--- config.mk ---
export PLATFORM = sky130hd
export DESIGN_NAME = axis_fifo_arbiter
export DESIGN_NICKNAME = d
export VERILOG_FILES = /design/src/rtl/axis_fifo_arbiter.sv
export SDC_FILE = /design/constraint.sdc
export NUM_CORES = 1
export LEC_CHECK = 0
export BUFFER_PORTS_ARGS = -buffer_cell sky130_fd_sc_hd__buf_2
export CORE_ASPECT_RATIO = 0.8
export CORE_MARGIN = 2
export CORE_UTILIZATION = 46
export CTS_CLUSTER_DIAMETER = 150
export DETAILED_ROUTE_END_ITERATION = 7
export GPL_TIMING_DRIVEN = 0
export PLACE_DENSITY = 0.79
export SYNTH_ARGS = -nofsm -noshare
export SYNTH_HDL_FRONTEND = slang
export SYNTH_SLANG_ARGS = --single-unit
--- constraint.sdc ---
create_clock -name clk_i -period 2.1 [get_ports clk_i]
set_input_delay 0.105 -clock clk_i [delete_from_list [all_inputs] [get_ports clk_i]]
set_output_delay 0.105 -clock clk_i [all_outputs]
set_load 0.02 [all_outputs]
--- src/rtl/axis_fifo_arbiter.sv ---
// axis_fifo_arbiter: round-robin packet arbiter feeding a downstream FIFO write port
// Ports:
//   clk_i, reset_ni            clock and asynchronous active-low reset
//   s_axis_in_*                per-requester AXI-Stream inputs, port i in slice i
//   fifo_full_i, fifo_level_i  downstream FIFO flags used to throttle acceptance
//   m_axis_out_*               registered FIFO write beat, tid = source port
//   grant_o                    one-hot owner of the output while a packet is open
//   pkt_abort_o                pulse with the beat that force-terminates a packet
module axis_fifo_arbiter #(
    parameter int DATA_WIDTH  = 16,
    parameter int USER_WIDTH  = 1,
    parameter int NUM_PORTS   = 2,
    parameter int FIFO_LEN    = 8,
    parameter int MARGIN      = 2,
    parameter int MAX_PKT_LEN = 64
) (
    input  logic                            clk_i,
    input  logic                            reset_ni,
    input  logic [NUM_PORTS*DATA_WIDTH-1:0] s_axis_in_tdata,
    input  logic [NUM_PORTS*USER_WIDTH-1:0] s_axis_in_tuser,
    input  logic [NUM_PORTS-1:0]            s_axis_in_tvalid,
    input  logic [NUM_PORTS-1:0]            s_axis_in_tlast,
    output logic [NUM_PORTS-1:0]            s_axis_in_tready,
    input  logic                            fifo_full_i,
    input  logic [$clog2(FIFO_LEN)-1:0]     fifo_level_i,
    output logic [DATA_WIDTH-1:0]           m_axis_out_tdata,
    output logic [USER_WIDTH-1:0]           m_axis_out_tuser,
    output logic [$clog2(NUM_PORTS)-1:0]    m_axis_out_tid,
    output logic                            m_axis_out_tlast,
    output logic                            m_axis_out_tvalid,
    output logic [NUM_PORTS-1:0]            grant_o,
    output logic                            pkt_abort_o
);
    localparam int IW = $clog2(NUM_PORTS);
    localparam int CW = $clog2(MAX_PKT_LEN + 1);
    localparam logic IDLE = 1'b0;
    localparam logic BUSY = 1'b1;

    logic          state;
    logic [IW-1:0] last_grant;
    logic [IW-1:0] cur;
    logic [IW-1:0] nxt;
    logic [CW-1:0] cnt;
    logic          found;
    logic          stall;
    logic          accept;
    logic          force_last;
    logic          end_pkt;

    // The FIFO flags are registered downstream, so MARGIN entries are kept free.
    assign stall = fifo_full_i || (int'(fifo_level_i) >= FIFO_LEN - MARGIN);

    // First requester at or after last_grant+1, wrapping.
    always_comb begin
        nxt   = '0;
        found = 1'b0;
        for (int k = 1; k <= NUM_PORTS; k++) begin
            if (!found && s_axis_in_tvalid[(int'(last_grant) + k) % NUM_PORTS]) begin
                nxt   = IW'((int'(last_grant) + k) % NUM_PORTS);
                found = 1'b1;
            end
        end
    end

    assign s_axis_in_tready = (state == BUSY && !stall) ? grant_o : '0;
    assign accept           = s_axis_in_tvalid[cur] && s_axis_in_tready[cur];
    assign force_last       = cnt == CW'(MAX_PKT_LEN - 1);
    assign end_pkt          = s_axis_in_tlast[cur] || force_last;

    always_ff @(posedge clk_i or negedge reset_ni) begin
        if (!reset_ni) begin
            state             <= IDLE;
            last_grant        <= IW'(NUM_PORTS - 1);
            cur               <= '0;
            grant_o           <= '0;
            cnt               <= '0;
            m_axis_out_tvalid <= 1'b0;
            m_axis_out_tlast  <= 1'b0;
            pkt_abort_o       <= 1'b0;
            m_axis_out_tdata  <= '0;
            m_axis_out_tuser  <= '0;
            m_axis_out_tid    <= '0;
        end else begin
            m_axis_out_tvalid <= accept;
            pkt_abort_o       <= accept && force_last && !s_axis_in_tlast[cur];
            if (state == IDLE) begin
                if (found) begin
                    state   <= BUSY;
                    cur     <= nxt;
                    grant_o <= NUM_PORTS'(1) << nxt;
                    cnt     <= '0;
                end
            end else if (accept) begin
                cnt              <= cnt + 1'b1;
                m_axis_out_tdata <= s_axis_in_tdata[cur*DATA_WIDTH +: DATA_WIDTH];
                m_axis_out_tuser <= s_axis_in_tuser[cur*USER_WIDTH +: USER_WIDTH];
                m_axis_out_tid   <= cur;
                m_axis_out_tlast <= end_pkt;
                // Releasing the grant here leaves one idle cycle before the next packet.
                if (end_pkt) begin
                    state      <= IDLE;
                    grant_o    <= '0;
                    last_grant <= cur;
                end
            end
        end
    end
endmodule

==> results of run 1 <==
==> path summary, 6_finish.rpt <==
check                                                     start                              end  slack, ps  depth (start not counted)
worst min-delay path                        s_axis_in_tvalid[0]                  state$_DFF_PN0_         90                          2
worst min register to register  m_axis_out_tdata[3]$_DFFE_PN0P_  m_axis_out_tdata[3]$_DFFE_PN0P_        480                          2
max in group asynchronous                              reset_ni                  state$_DFF_PN0_       1240                          2
worst max-delay path                            cur$_DFFE_PN0P_           last_grant$_DFFE_PN1P_        450                          5
min in group asynchronous                              reset_ni      m_axis_out_tvalid$_DFF_PN0_        400                          2
worst max register to register                  cur$_DFFE_PN0P_           last_grant$_DFFE_PN1P_        450                          5
==> cell usage after synthesis, drive strengths merged (2+ instances only) <==
master  number
nor3b        2
mux2i       17
and3         3
nand2b       2
nand2       25
inv          2
o211ai       3
nand3       11
dfrtp       32
mux2         2
or4          2
buf          5
clkbuf       2
o21ai       20
a21oi        2
==> cell families (layout without fill, tap and decap cells) <==
group	Yosys count	in the layout
multiplexers	19	19
buffers and inverters	9	85
adder cells (fa/ha/maj)	1	1
AO/OA/AOI/OAI	33	33
flip-flops	33	33
AND/OR/NAND/NOR	51	51
==> per-layer routing <==
metal,vias to the layer above,track usage,wire length [µm]
li1,666,-,-
met1,631,0.2827,1546
met2,44,0.3077,1656
met3,5,0.08350,204
met4,0,0.05143,43
met5,-,0,0
==> power by group through the flow <==
stage                     sequential (mW)  combinational, mW  clock, mW
final                                1.01               1.05      0.468
after global routing                 1.04               1.16      0.503
after CTS                            1.01               1.07      0.473
after detailed placement             1.02               1.06          0
after global placement               1.01               1.04          0
after floorplan                      1.24              0.474          0
==> area by class of cell <==
cell class	instances	area share
Timing Repair Buffer	68	0.1719
Inverter	2	0.003736
Sequential cell	33	0.4116
Buffer	7	0.01619
Clock inverter	3	0.008717
Clock buffer	5	0.03425
Multi-Input combinational cell	104	0.3288
Tap cell	40	0.02491
==> sequential cells by signal (all words and copies together), names as in the netlist <==
| signal | flops |
|---|---|
| grant_o | 2 |
| state | 1 |
| m_axis_out_tdata | 16 |
| m_axis_out_tid | 1 |
| m_axis_out_tlast | 1 |
| cur | 1 |
| cnt | 7 |
| m_axis_out_tvalid | 1 |
| last_grant | 1 |
| m_axis_out_tuser | 1 |
| pkt_abort_o | 1 |
==> critical path: cells and delay by family (launching register included) <==
family	cells	cell delay (ps)
simple gates	1	210
compound gates	2	420
flops	1	430
buf+inv	1	180
mux	1	350
==> timing repair <==
| action | CTS | global route |
|---|---|---|
| endpoints found under the setup margin | 0 | 0 |
| setup buffers | 0 | 0 |
| hold buffers | 1 | 0 |
| hold endpoints to repair | 32 | 0 |
==> per-stage QoR <==
| stage | instances | total power, mW | cell area [µm²] | setup slack (ps) | util |
|---|---|---|---|---|---|
| floorplan | 146 | 1.710 | 1528 | 548.9 | - |
| global placement | 253 | 2.053 | 1913 | 463.0 | 0.6111 |
| detailed placement | 253 | 2.081 | 1913 | 451.8 | 0.6111 |
| CTS | 262 | 2.547 | 2009 | 449.4 | 0.6419 |
| global route | 262 | 2.701 | 2009 | 286.1 | 0.6419 |
| finish | 262 | 2.528 | 2009 | 446.2 | 0.6419 |
==> out/metrics.cfg, run 1 <==
[status]
outcome=completed

[setup_path]
worstSetupStartpointType=flip-flop
crit_path_end_kind=flip-flop
cpPeakStageDelay_ps=430
cp_max_fo=6
cp_slowest_cell=dfrtp_1
crit_chain=and3b_1 -> o211ai_2 -> inv_1 -> o21ai_2 -> mux2_1
arrival_ps=1870
crit_required_ps=2310
critPathKind=reg -> reg

[detailed_routing]
vias=1346
post-route-drc-count=0
vias_per_cell=5.137
drt_iter0_markers=94
postRouteAntennaNets=0
finalWirelength_mm=3.450
dr.pass1.iters=4
routedWlPerCell_um=13.17

[die]
dieArea_mm2=0.003801
num_rows=18
die-width_um=68.43
start_util=0.4880
die_h_um=55.55
core_mm2=0.003131
ios=69

[logic_synthesis]
synth_edf_count=0
synthFlopType=dfrtp_1
ys_seq_elements=33
syn_area_mm2=0.001528
synth_nets=191
synthArstFlopShare=1.000
synth_top_area_frac=0.5242
synth_cell_types=36
syn_avg_cell_area_um2=10.46
synth_top_family_by_area=simple AND/OR/NAND/NOR gates
synth_top_area_cell=dfrtp_1
synthXorXnorAreaFrac=0
synth_cells=146
synth_area_leaders=dfrtp_1 52%, mux2i_1 11%, o21ai_0 6.2%
synth_adder_area_share=0.008190
synth-seq-area-share=0.5414
synth_compound_area_frac=0.1368
synthSimpleGateAreaFrac=0.1613
synth_mux_area_frac=0.1261
yosysWarnings=0

[sta]
finalCriticalPeriod_ps=1654
final.period_utilization=0.7875
worst_pin_slew_ps=708.8
achievable-frequency_mhz=604.7
report.final.slew_viol_count=0
setup_viol=0
rsz0062_at_grt=no
fin_setup_tns_ps=0
relSlewSlack=0.5275
fin_hold_ws_ps=88.78
hold_viol_final=0
skew_ps=5.824

[clock_tree]
clkTransAtPathRegs_ps=70
cts_tree=built
cts_buffers=5
clk_root_buffer_cell=clkbuf_8
cts_buffer_depth=2
cts_resized=0
cts.sinks=33
cts_max_level=2
clk-insertion-delay-late_ps=290

[finish]
antenna_cells=0
fill_cells=244
area_growth_pct=31.53
fin_nets=266
drive_gt1_frac=0.3739
multiInputGateArea_um2=660.6
layout_commonest_cell=buf_2
most-common-layout-cells=69 x buf_2, 32 x dfrtp_1, 25 x nand2_1, 19 x o21ai_0, 17 x mux2i_1
regArea_um2=827.0

[power]
p_leak_nw=1.080
combPwrFrac=0.416
seqPwrFrac=0.399
netSwitchingFraction=0.4003
p_int_mw=1.516
p_clk_frac=0.185
vdd_drop_max_uv=729.1
power.density_mw_per_mm2=1258
p_sw_mw=1.012

[global_route]
grt_max_degree=34
grt_pass1_vias=1272
antenna_found_initial=0
track_usage=0.2077
grt_remaining_overflow=0
grt_pass1_wl_mm=5.823

[place]
globalplace.congestion=0.8030
dpl.hpwl_mm=2.598
io_buffers=67

[worst_hold_path]
hold_class=in -> reg

[flow_run]
cap_violations=0

Note: power is estimated with default switching activity, not from simulation.
==> run 2: changes to the inputs <==
--- a/config.mk
+++ b/config.mk
@@ -5,10 +5,11 @@
 export SDC_FILE = /design/constraint.sdc
 export NUM_CORES = 1
 export LEC_CHECK = 0
+export ABC_AREA = 1
 export BUFFER_PORTS_ARGS = -buffer_cell sky130_fd_sc_hd__buf_2
 export CORE_ASPECT_RATIO = 0.8
 export CORE_MARGIN = 2
-export CORE_UTILIZATION = 46
+export CORE_UTILIZATION = 47
 export CTS_CLUSTER_DIAMETER = 150
 export DETAILED_ROUTE_END_ITERATION = 7
 export GPL_TIMING_DRIVEN = 0
==> constraint.sdc (replaced) <==
create_clock -name clk_i -period 1.56 [get_ports clk_i]
set_input_delay 0.078 -clock clk_i [delete_from_list [all_inputs] [get_ports clk_i]]
set_output_delay 0.078 -clock clk_i [all_outputs]
set_load 0.02 [all_outputs]
==> run 2 against run 1 <==
Combinational power rose by 52%. Core utilization decreased by 1.7 points. Critical path depth increased by 3. Critical endpoint is now grant_o[0]$_DFFE_PN0P_. Highest routed layer unchanged.
==> out/metrics.cfg, run 2 <==
[setup_path]
critPathTopFamily=simple AND/OR/NAND/NOR gates
startpoint=cur$_DFFE_PN0P_
r2r_start=cur$_DFFE_PN0P_
rrSetupSlack_ps=140  ; -300 ps
cp_slowest_cell=dfrtp_1
worstSetupStartpointType=flip-flop
crit_required_ps=1740  ; -570 ps
cp_common_cell=nand2_1
crit_buf_inv=1  ; unchanged
crit_chain=buf_4 -> or2_1 -> o21ai_0 -> nand2_1 -> nand2_4 -> nand2_2 -> nand2_1 -> nand2_1
cp_max_fo=10  ; +4
cpPeakStageDelay_ps=400  ; -30 ps
critPathKind=reg -> reg
arrival_ps=1590  ; -280 ps
crit_path_end_kind=flip-flop

[worst_hold_path]
hp-start=fifo_full_i
hold_class=in -> reg

[finish]
layout_commonest_cell=buf_2
drive_gt1_frac=0.3396  ; -0.03432
reg_top3=m_axis_out_tdata: 16 flops, cnt: 7 flops, grant_o: 2 flops
multiInputGateArea_um2=693.2  ; +4.9%
fill_cells=309  ; +27%
regArea_um2=828.3  ; +0.15%
area_growth_pct=28.91
largest_reg_flops=16  ; unchanged
top_register=m_axis_out_tdata
fin_nets=312  ; +17%
most-common-layout-cells=68 x buf_2, 43 x nor2_1, 31 x nand2_1, 31 x dfrtp_1, 20 x o21ai_0
antenna_cells=0  ; unchanged
final_area_mm2=0.002126  ; +5.8%

[logic_synthesis]
yosysWarnings=0  ; unchanged
synth_cells=193  ; +32%
synthMostInstantiatedCell=nor2_1
synth_cell_types=26  ; -28%
synth_nets=238  ; +25%
synth_top_area_frac=0.4856  ; -0.03858
synth_edf_count=0  ; unchanged
ys_seq_elements=33  ; unchanged
synth_area_leaders=dfrtp_1 49%, nor2_1 10%, o21a_1 7.7%
synth_top_area_cell=dfrtp_1
synth.top_cells.by_count=44 x nor2_1, 32 x dfrtp_1, 31 x nand2_1
syn_avg_cell_area_um2=8.544  ; -18%
synthFlopType=dfrtp_1
synthArstFlopShare=1.000  ; unchanged
syn_area_mm2=0.001649  ; +7.9%
synth-seq-area-share=0.5015  ; -0.03984

[clock_tree]
cts_buffer_depth=2  ; unchanged
cts.sinks=33  ; unchanged
clk_root_buffer_cell=clkbuf_8
cts_setup_buffers=0  ; unchanged
cts_max_level=2  ; unchanged
clk-insertion-delay-late_ps=280  ; about the same
cts_buffers=5  ; unchanged
cts_tree=built
clkTransAtPathRegs_ps=70  ; about the same

[power]
power.density_mw_per_mm2=1709  ; +36%
power_mw=3.634  ; +44%
p_leak_nw=1.099  ; +1.8%
vdd_drop_max_uv=1053  ; +44%

[die]
die_h_um=56.98  ; +2.6%
num_rows=19  ; +1
core_mm2=0.003400  ; +8.6%
start_util=0.4851  ; -0.002916
ios=69  ; unchanged
die-width_um=70.23  ; +2.6%
dieArea_mm2=0.004001  ; +5.3%

[sta]
finalCriticalPeriod_ps=1416  ; -237.6 ps
relSlewSlack=0.5174  ; -0.01003
setup_viol=0  ; unchanged
hold_viol_final=0  ; unchanged
rsz0062_at_grt=no
achievable-frequency_mhz=706.1  ; +17%
report.final.slew_viol_count=0  ; unchanged
fin_setup_tns_ps=0  ; unchanged
worst_pin_slew_ps=723.8  ; +15.04 ps
skew_ps=5.927  ; +0.1023 ps
final.period_utilization=0.9078  ; +0.1203

[detailed_routing]
post-route-drc-count=0  ; unchanged
vias=1500  ; +11%
finalWirelength_mm=3.540  ; +2.6%
routedWlPerCell_um=11.42  ; -13%
dr.pass1.iters=4  ; unchanged
postRouteAntennaNets=0  ; unchanged
drt_iter0_markers=81  ; -14%
vias_per_cell=4.839  ; -5.8%

[status]
outcome=completed

[global_route]
antenna_found_initial=0  ; unchanged
grt_pass1_wl_mm=6.299  ; +8.2%
track_usage=0.2020  ; -0.005732
grt_max_degree=34  ; unchanged
grt_pass1_vias=1451  ; +14%
grt_remaining_overflow=0  ; unchanged

[place]
dpl.hpwl_mm=2.606  ; +0.33%
place_area_mm2=0.002037  ; +6.5%
globalplace.congestion=0.7952  ; -0.97%
io_buffers=67  ; unchanged

[flow_run]
cap_violations=0  ; unchanged

==> run 2: cell types whose count changed after synthesis, moves of 3 or more <==
| cell | change |
|---|---|
| nor2_1 | +43 |
| and3_1 | -3 |
| o21ai_1 | +5 |
| mux2i_1 | -17 |
| nand3_1 | -7 |
| buf_4 | +3 |
| inv_1 | +11 |
| nand2_1 | +6 |
| o21a_1 | +16 |
==> run 2: worst paths after layout <==
path | to | cells after the start
max in group asynchronous | state$_DFF_PN0_ | 2
worst max register to register | grant_o[0]$_DFFE_PN0P_ | 8
worst max-delay path | grant_o[0]$_DFFE_PN0P_ | 8
worst min-delay path | m_axis_out_tid$_DFFE_PN0P_ | 4
min in group asynchronous | m_axis_out_tid$_DFFE_PN0P_ | 2
worst min register to register | m_axis_out_tid$_DFFE_PN0P_ | 2
==> run 2: worst reg2reg max path, cell delays in order, from the launching register on <==
cell     delay [ps]
dfrtp_1         400
buf_4           180
or2_1           220
o21ai_0         110
nand2_1         130
nand2_4         120
nand2_2          50
nand2_1          50
nand2_1          50
==> run 2: where the power goes <==
group / internal, mW / switching, mW / total, mW / leakage [nW]
logic: 0.633 / 0.967 / 1.60 / 0.661
clock network: 0.316 / 0.286 / 0.602 / 0.0395
registers: 1.21 / 0.224 / 1.43 / 0.399
total: 2.16 / 1.48 / 3.63 / 1.10
==> run 2: through the flow <==
step / std cells / hold WS (ps) / setup slack [ps] / util
global placement: 302 / 172.5 / 107.5 / 0.5992
global route: 310 / 120.8 / 16.58 / 0.6253
floorplan: 193 / -217.6 / 267.5 / -
CTS: 311 / 108.8 / 68.44 / 0.6257
finish: 310 / 110.7 / 143.9 / 0.6253
detailed placement: 302 / 178.1 / 78.08 / 0.5992
==> run 2: cell type report <==
| class | instances | share of cell area |
|---|---|---|
| sequential | 33 | 0.3896 |
| inverter | 15 | 0.02649 |
| multi-input combinational | 137 | 0.3261 |
| timing repair buffer | 68 | 0.1624 |
| tap | 42 | 0.02472 |
| clock buffer | 8 | 0.03767 |
| buffer | 7 | 0.03296 |
==> run 2: repair_timing <==
item / in CTS / in global routing
gates resized for setup: 0 / 4
endpoints found under the hold margin: 32 / 0
setup endpoints to repair: 0 / 12
hold buffers: 1 / 0
==> run 2: cells by family after synthesis <==
logic type               synth area share
adder cells (fa/ha/maj)          0.007586
XOR/XNOR                          0.01594
AO/OA/AOI/OAI                      0.1646
buffers and inverters             0.07967
AND/OR/NAND/NOR                    0.2307
flip-flops                         0.5015
==> run 2: routing by layer <==
layer	GRT usage	up-vias	part of all wire	routed length (µm)
li1	-	759	-	-
met1	0.2776	675	0.47	1660
met2	0.3046	61	0.44	1540
met3	0.07420	5	0.084	299
met4	0.05769	0	0.011	40
met5	0	-	0	0
